===== src/rtl/tt_pkg.sv =====
`default_nettype none
// +-----------------------------------------------------------------------+
// | tt_pkg                                                                 |
// | Shared state encoding and default sizes for the control selector.      |
// | Rev 1.0 - initial release                                              |
// +-----------------------------------------------------------------------+
package tt_pkg;

    localparam int unsigned TT_ADDR_W      = 10;
    localparam int unsigned TT_SYNC_STAGES = 2;

    typedef enum logic [1:0] {
        ST_IDLE   = 2'd0,
        ST_COUNT  = 2'd1,
        ST_ACTIVE = 2'd2,
        ST_PAUSE  = 2'd3
    } sel_state_e;

endpackage
`default_nettype wire


===== src/rtl/tt_sync_edge.sv =====
`default_nettype none
// +-----------------------------------------------------------------------+
// | tt_sync_edge                                                           |
// | Multi-stage synchronizer for an async pad with rising-edge detect.     |
// | Rev 1.0 - initial release                                              |
// +-----------------------------------------------------------------------+
module tt_sync_edge #(
    parameter int unsigned STAGES = 2
) (
    input  logic clk,
    input  logic rst_n,
    input  logic d_i,
    output logic sync_o,
    output logic rise_o
);

    logic [STAGES-1:0] sync_q;
    logic              prev_q;

    always_ff @(posedge clk or negedge rst_n) begin
        if (!rst_n) begin
            sync_q <= '0;
            prev_q <= 1'b0;
        end else begin
            sync_q <= {sync_q[STAGES-2:0], d_i};
            prev_q <= sync_q[STAGES-1];
        end
    end

    assign sync_o = sync_q[STAGES-1];
    // One-cycle pulse on the first synchronized high sample of each pad pulse.
    assign rise_o = sync_q[STAGES-1] & ~prev_q;

endmodule
`default_nettype wire


===== src/rtl/tt_ctrl_sel.sv =====
`default_nettype none
// +-----------------------------------------------------------------------+
// | tt_ctrl_sel                                                            |
// | Pad-driven user-module selector: count inc pulses, commit on ena.      |
// | Rev 1.0 - initial release                                              |
// +-----------------------------------------------------------------------+
module tt_ctrl_sel
    import tt_pkg::*;
#(
    parameter int unsigned ADDR_W      = TT_ADDR_W,
    parameter int unsigned SYNC_STAGES = TT_SYNC_STAGES
) (
    input  logic              clk,
    input  logic              rst_n,
    input  logic              pad_sel_rst_n,
    input  logic              pad_sel_inc,
    input  logic              pad_ena,
    output logic [ADDR_W-1:0] sel_addr,
    output logic              sel_addr_vld,
    output logic              sel_ena,
    output logic [ADDR_W-1:0] sel_cnt,
    output logic              sel_ovf,
    output logic              sel_err
);

    localparam logic [ADDR_W-1:0] c_CNT_MAX = {ADDR_W{1'b1}};

    logic w_rst_sync;
    logic w_inc_evt;
    logic w_ena_sync;
    logic w_unused_rst_rise;
    logic w_unused_ena_rise;
    logic w_unused_inc_sync;

    sel_state_e        state_q, state_d;
    logic [ADDR_W-1:0] cnt_q,   cnt_d;
    logic [ADDR_W-1:0] addr_q,  addr_d;
    logic              vld_q,   vld_d;
    logic              ena_q,   ena_d;
    logic              ovf_q,   ovf_d;
    logic              err_q,   err_d;

    tt_sync_edge #(.STAGES(SYNC_STAGES)) u_sync_rst (
        .clk    (clk),
        .rst_n  (rst_n),
        .d_i    (pad_sel_rst_n),
        .sync_o (w_rst_sync),
        .rise_o (w_unused_rst_rise)
    );

    tt_sync_edge #(.STAGES(SYNC_STAGES)) u_sync_inc (
        .clk    (clk),
        .rst_n  (rst_n),
        .d_i    (pad_sel_inc),
        .sync_o (w_unused_inc_sync),
        .rise_o (w_inc_evt)
    );

    tt_sync_edge #(.STAGES(SYNC_STAGES)) u_sync_ena (
        .clk    (clk),
        .rst_n  (rst_n),
        .d_i    (pad_ena),
        .sync_o (w_ena_sync),
        .rise_o (w_unused_ena_rise)
    );

    always_comb begin
        state_d = state_q;
        cnt_d   = cnt_q;
        addr_d  = addr_q;
        vld_d   = vld_q;
        ena_d   = ena_q;
        ovf_d   = ovf_q;
        err_d   = err_q;

        if (!w_rst_sync) begin
            state_d = ST_IDLE;
            cnt_d   = '0;
            addr_d  = '0;
            vld_d   = 1'b0;
            ena_d   = 1'b0;
            ovf_d   = 1'b0;
            err_d   = 1'b0;
        end else begin
            case (state_q)
                ST_IDLE: begin
                    state_d = ST_COUNT;
                end
                ST_COUNT: begin
                    if (w_inc_evt) begin
                        if (cnt_q == c_CNT_MAX) begin
                            ovf_d = 1'b1;
                        end else begin
                            cnt_d = cnt_q + 1'b1;
                        end
                    end
                    // Commit sees the post-increment count when both land together.
                    if (w_ena_sync) begin
                        addr_d  = cnt_d;
                        vld_d   = 1'b1;
                        ena_d   = 1'b1;
                        state_d = ST_ACTIVE;
                    end
                end
                ST_ACTIVE: begin
                    if (w_inc_evt) begin
                        err_d = 1'b1;
                    end
                    if (!w_ena_sync) begin
                        ena_d   = 1'b0;
                        state_d = ST_PAUSE;
                    end
                end
                ST_PAUSE: begin
                    if (w_inc_evt) begin
                        err_d = 1'b1;
                    end
                    if (w_ena_sync) begin
                        ena_d   = 1'b1;
                        state_d = ST_ACTIVE;
                    end
                end
                default: begin
                    state_d = ST_IDLE;
                end
            endcase
        end
    end

    always_ff @(posedge clk or negedge rst_n) begin
        if (!rst_n) begin
            state_q <= ST_IDLE;
            cnt_q   <= '0;
            addr_q  <= '0;
            vld_q   <= 1'b0;
            ena_q   <= 1'b0;
            ovf_q   <= 1'b0;
            err_q   <= 1'b0;
        end else begin
            state_q <= state_d;
            cnt_q   <= cnt_d;
            addr_q  <= addr_d;
            vld_q   <= vld_d;
            ena_q   <= ena_d;
            ovf_q   <= ovf_d;
            err_q   <= err_d;
        end
    end

    assign sel_addr     = addr_q;
    assign sel_addr_vld = vld_q;
    assign sel_ena      = ena_q;
    assign sel_cnt      = cnt_q;
    assign sel_ovf      = ovf_q;
    assign sel_err      = err_q;

endmodule
`default_nettype wire


===== config.mk =====
export PLATFORM = sky130hd
export DESIGN_NAME = tt_ctrl_sel
export DESIGN_NICKNAME = d
export VERILOG_FILES = /design/src/rtl/tt_pkg.sv /design/src/rtl/tt_sync_edge.sv /design/src/rtl/tt_ctrl_sel.sv
export SDC_FILE = /design/constraint.sdc
export NUM_CORES = 1
export LEC_CHECK = 0
export ABC_CLOCK_PERIOD_IN_PS = 3200
export BUFFER_PORTS_ARGS = -buffer_cell sky130_fd_sc_hd__clkbuf_2
export CAP_MARGIN = 20
export CORE_MARGIN = 2
export CORE_UTILIZATION = 45
export CTS_BUF_LIST = sky130_fd_sc_hd__clkbuf_4 sky130_fd_sc_hd__clkbuf_8
export DETAILED_ROUTE_END_ITERATION = 10
export PLACE_DENSITY_LB_ADDON = 0.12
export SYNTH_ARGS = -nofsm -noshare
export SYNTH_HDL_FRONTEND = slang
export SYNTH_SLANG_ARGS = --single-unit

===== constraint.sdc =====
create_clock -name clk -period 3.2 [get_ports clk]
set_input_delay 0.64 -clock clk [delete_from_list [all_inputs] [get_ports clk]]
set_output_delay 0.64 -clock clk [all_outputs]
set_load 0.005 [all_outputs]

==> impl_metrics.tcl <==
set metrics [dict create \
    syn_area_um2 1617 \
    fin_ws_ns 1.308 \
    fillers 343 \
    synth_edf_count 0 \
    cp_max_fo 17 \
    final-setup-viol-count 0 \
    hold_buffers 0 \
    clock_sinks 33 \
    async_flop_share_pct 100.0 \
    rsz0062_at_grt "false" \
    yosysMostFrequentCell "dfrtp_1" \
    syn_area_per_cell_um2 10.85 \
    clk_latency_ns 0.33 \
    synth_top_area_share_pct 51.08 \
    min-delay-start "u_sync_ena.sync_q[0]$_DFF_PN0_" \
    period_share_pct 59.13 \
    finalPower_mw 0.7297 \
    fin_crit_ns 1.892 \
    die_y_um 63.94 \
    track_usage_pct 19.06 \
    drive_above_1_share_pct 27.93 \
    vias 1252 \
    p_per_area_nw_per_um2 396.7 \
    whs_path_depth 0 \
    relSlewSlack_pct 46.63 \
    wirelength_um 3358 \
    first_pass_iters 4 \
    power.switching_mw 0.1827 \
    required_ns 3.44 \
    n_antenna_cell 0 \
    worst-r2r-cell-count 4 \
    avgViaCountPerCell 5.564 \
    p_sw_share_pct 25.03 \
    r2r-start "state_q[1]$_DFFE_PN0P_" \
    overflow 0 \
    power.leakage_nw 0.8314 \
    final.setup_skew_ns 0.007785 \
    arrival_ns 2.13 \
    syn_inst 149 \
    hold_path.class "flip-flop to flip-flop" \
    grt_pass1_vias 1223 \
    worst_slew_pin_slew_ns 0.8005 \
    finalNetCount 184 \
    synth_commonest_cells "dfrtp_1, nor2_1, a21oi_1" \
    yosysWarnings 0 \
    port-buffer-count 28 \
    cts-buffers-inserted 5 \
    die_area_um2 4088 \
    fp.coreArea_um2 3390 \
    regToRegSetupSlack_ns 1.31 \
    clk_pin_slew_ns 0.10 \
    area_growth_pct 13.78 \
    design_area_um2 1839 \
    cts_tree "done" \
    seq_power_share_pct 61.1 \
    post_dp_cell_area_um2 1784 \
    synth_top_area_cell "dfrtp_1" \
    ys_ff_latch 33 \
    clk_path_buf_depth 2 \
    postCtsSetupBuffers 0 \
    dp_hpwl_um 2367 \
    ys_seq_area_share_pct 51.08 \
    pin_count 29 \
    worstSetupPathType "flip-flop to flip-flop" \
    reg2reg_to "sel_addr[8]$_DFFE_PN0P_" \
    p_int_mw 0.5471 \
    tns_ns 0 \
    peakVddDrop_mv 0.2765 \
    pwr-share-comb_pct 8.1 \
    grt_first_pass_wirelength_um 5913 \
    pre_cts_ws_ns 1.321 \
    synth_cell_types 47 \
    ant_nets 0 \
    outcome "completed" \
    hold_end "u_sync_ena.sync_q[1]$_DFF_PN0_" \
    drt-wirelength-per-cell_um 14.92 \
    start_kind "flip-flop" \
    h-tree-depth 2 \
    synth_nets 155 \
    gp_congestion 0.8199 \
    route.detailed.drc 0 \
    dieWidth_um 63.94 \
    slew_viol_final 0 \
    yosys_most_used_dff "dfrtp_1" \
    rows 21 \
    synthTopCellsByArea "dfrtp_1, a21oi_1, nor2_1, xor2_1, mux2i_1" \
    critPathCaptureType "flip-flop" \
    maxCapViolCount 0 \
    clock_power_share_pct 30.8 \
    final_core_util_pct 54.26 \
    initial_core_util_pct 47.69 \
    antenna_found_initial 0 \
    cts_resized 0 \
    finalHoldViolations 0 \
    drt-initial-drc-count 55 \
    grt_start_max_net_pins 34 \
    timing.fmax_mhz 528.5 \
    cts_root_buffer "clkbuf_4" \
]
critical path: stages, from the launching register on:
cell	delay, ns
dfrtp_1	0.44
nor2b_1	0.40
and2_1	0.58
nor2_1	0.12
nor4b_2	0.27
cell usage in the layout, fill, tap and decap left out, types with 2 or more instances in the layout:
master | netlist | layout
and2_1 | 2 | 2
nor3_1 | 6 | 6
o21ai_1 | 5 | 5
nor4_2 | 2 | 2
nand3_1 | 3 | 3
a311oi_1 | 2 | 2
nand2b_1 | 2 | 2
a31o_1 | 2 | 2
and4_1 | 2 | 2
nor2b_1 | 2 | 2
o21a_1 | 2 | 2
clkbuf_2 | 0 | 28
o31ai_2 | 2 | 2
and3_1 | 3 | 3
nor2_1 | 16 | 16
mux2i_1 | 3 | 3
a211oi_1 | 2 | 2
dfrtp_1 | 33 | 33
nand4_1 | 2 | 2
a21oi_1 | 12 | 12
clkinv_2 | 0 | 2
o21ai_0 | 5 | 5
clkbuf_4 | 0 | 6
a31oi_1 | 2 | 2
inv_1 | 3 | 3
xor2_1 | 4 | 4
nor3_2 | 2 | 2
nand2_1 | 5 | 5
cell families (layout without fill, tap and decap cells):
logic type	after synthesis	in the layout	share of synthesized area, %
buf+inv	9	39	2.554
fa+ha+maj	1	1	0.7739
compound gates	40	40	17.88
simple gates	58	58	22.99
mux	4	4	2.554
flops	33	33	51.08
xor+xnor	4	4	2.167
sequential cells by signal (all words and copies together) (netlist names):
name,flops
sel_cnt,10
u_sync_rst.sync_q,2
sel_ena,1
u_sync_ena.sync_q,2
u_sync_inc.sync_q,2
state_q,2
sel_addr,10
u_sync_inc.prev_q,1
sel_err,1
sel_addr_vld,1
sel_ovf,1
worst max-delay path by stage:
stage,depth (start not counted),start,end
after CTS,4,state_q[1]$_DFFE_PN0P_,sel_addr[8]$_DFFE_PN0P_
final,4,state_q[1]$_DFFE_PN0P_,sel_addr[8]$_DFFE_PN0P_
after detailed placement,4,state_q[1]$_DFFE_PN0P_,sel_addr[8]$_DFFE_PN0P_
after floorplan,5,sel_cnt[0]$_DFFE_PN0P_,sel_cnt[3]$_DFFE_PN0P_
after global placement,4,state_q[1]$_DFFE_PN0P_,sel_addr[7]$_DFFE_PN0P_
after global routing,4,state_q[1]$_DFFE_PN0P_,sel_addr[8]$_DFFE_PN0P_
per-layer routing:
metal	GRT usage, %	wire, um
met5	0	0
met4	8.152	58
met1	24.51	1580
met3	4.930	144
met2	30.34	1574
cell type report:
type | count | area, um2 | share of cell area [%]
Inverter | 3 | 11.26 | 0.6122
Sequential cell | 33 | 825.8 | 44.90
Clock inverter | 2 | 10.01 | 0.5442
Clock buffer | 6 | 45.04 | 2.449
Tap cell | 46 | 57.56 | 3.129
Multi-Input combinational cell | 107 | 749.5 | 40.75
Timing Repair Buffer | 28 | 140.1 | 7.619
power by group through the flow:
stage | clock network, mW | registers [mW] | logic (mW)
6_report | 0.225 | 0.446 | 0.0590
5_1_grt | 0.258 | 0.449 | 0.0677
4_1_cts | 0.235 | 0.447 | 0.0609
3_5_place_dp | 0 | 0.455 | 0.0605
3_3_place_gp | 0 | 0.454 | 0.0592
2_1_floorplan | 0 | 0.451 | 0.0365
stage by stage:
stage | cells | hold slack [ns]
final | 225 | 0.3571
after floorplan | 149 | 0.3312
after CTS | 225 | 0.3602
after global routing | 225 | 0.3773
after global placement | 217 | 0.3316
after detailed placement | 217 | 0.3372
(Power assumes the default switching activity.)
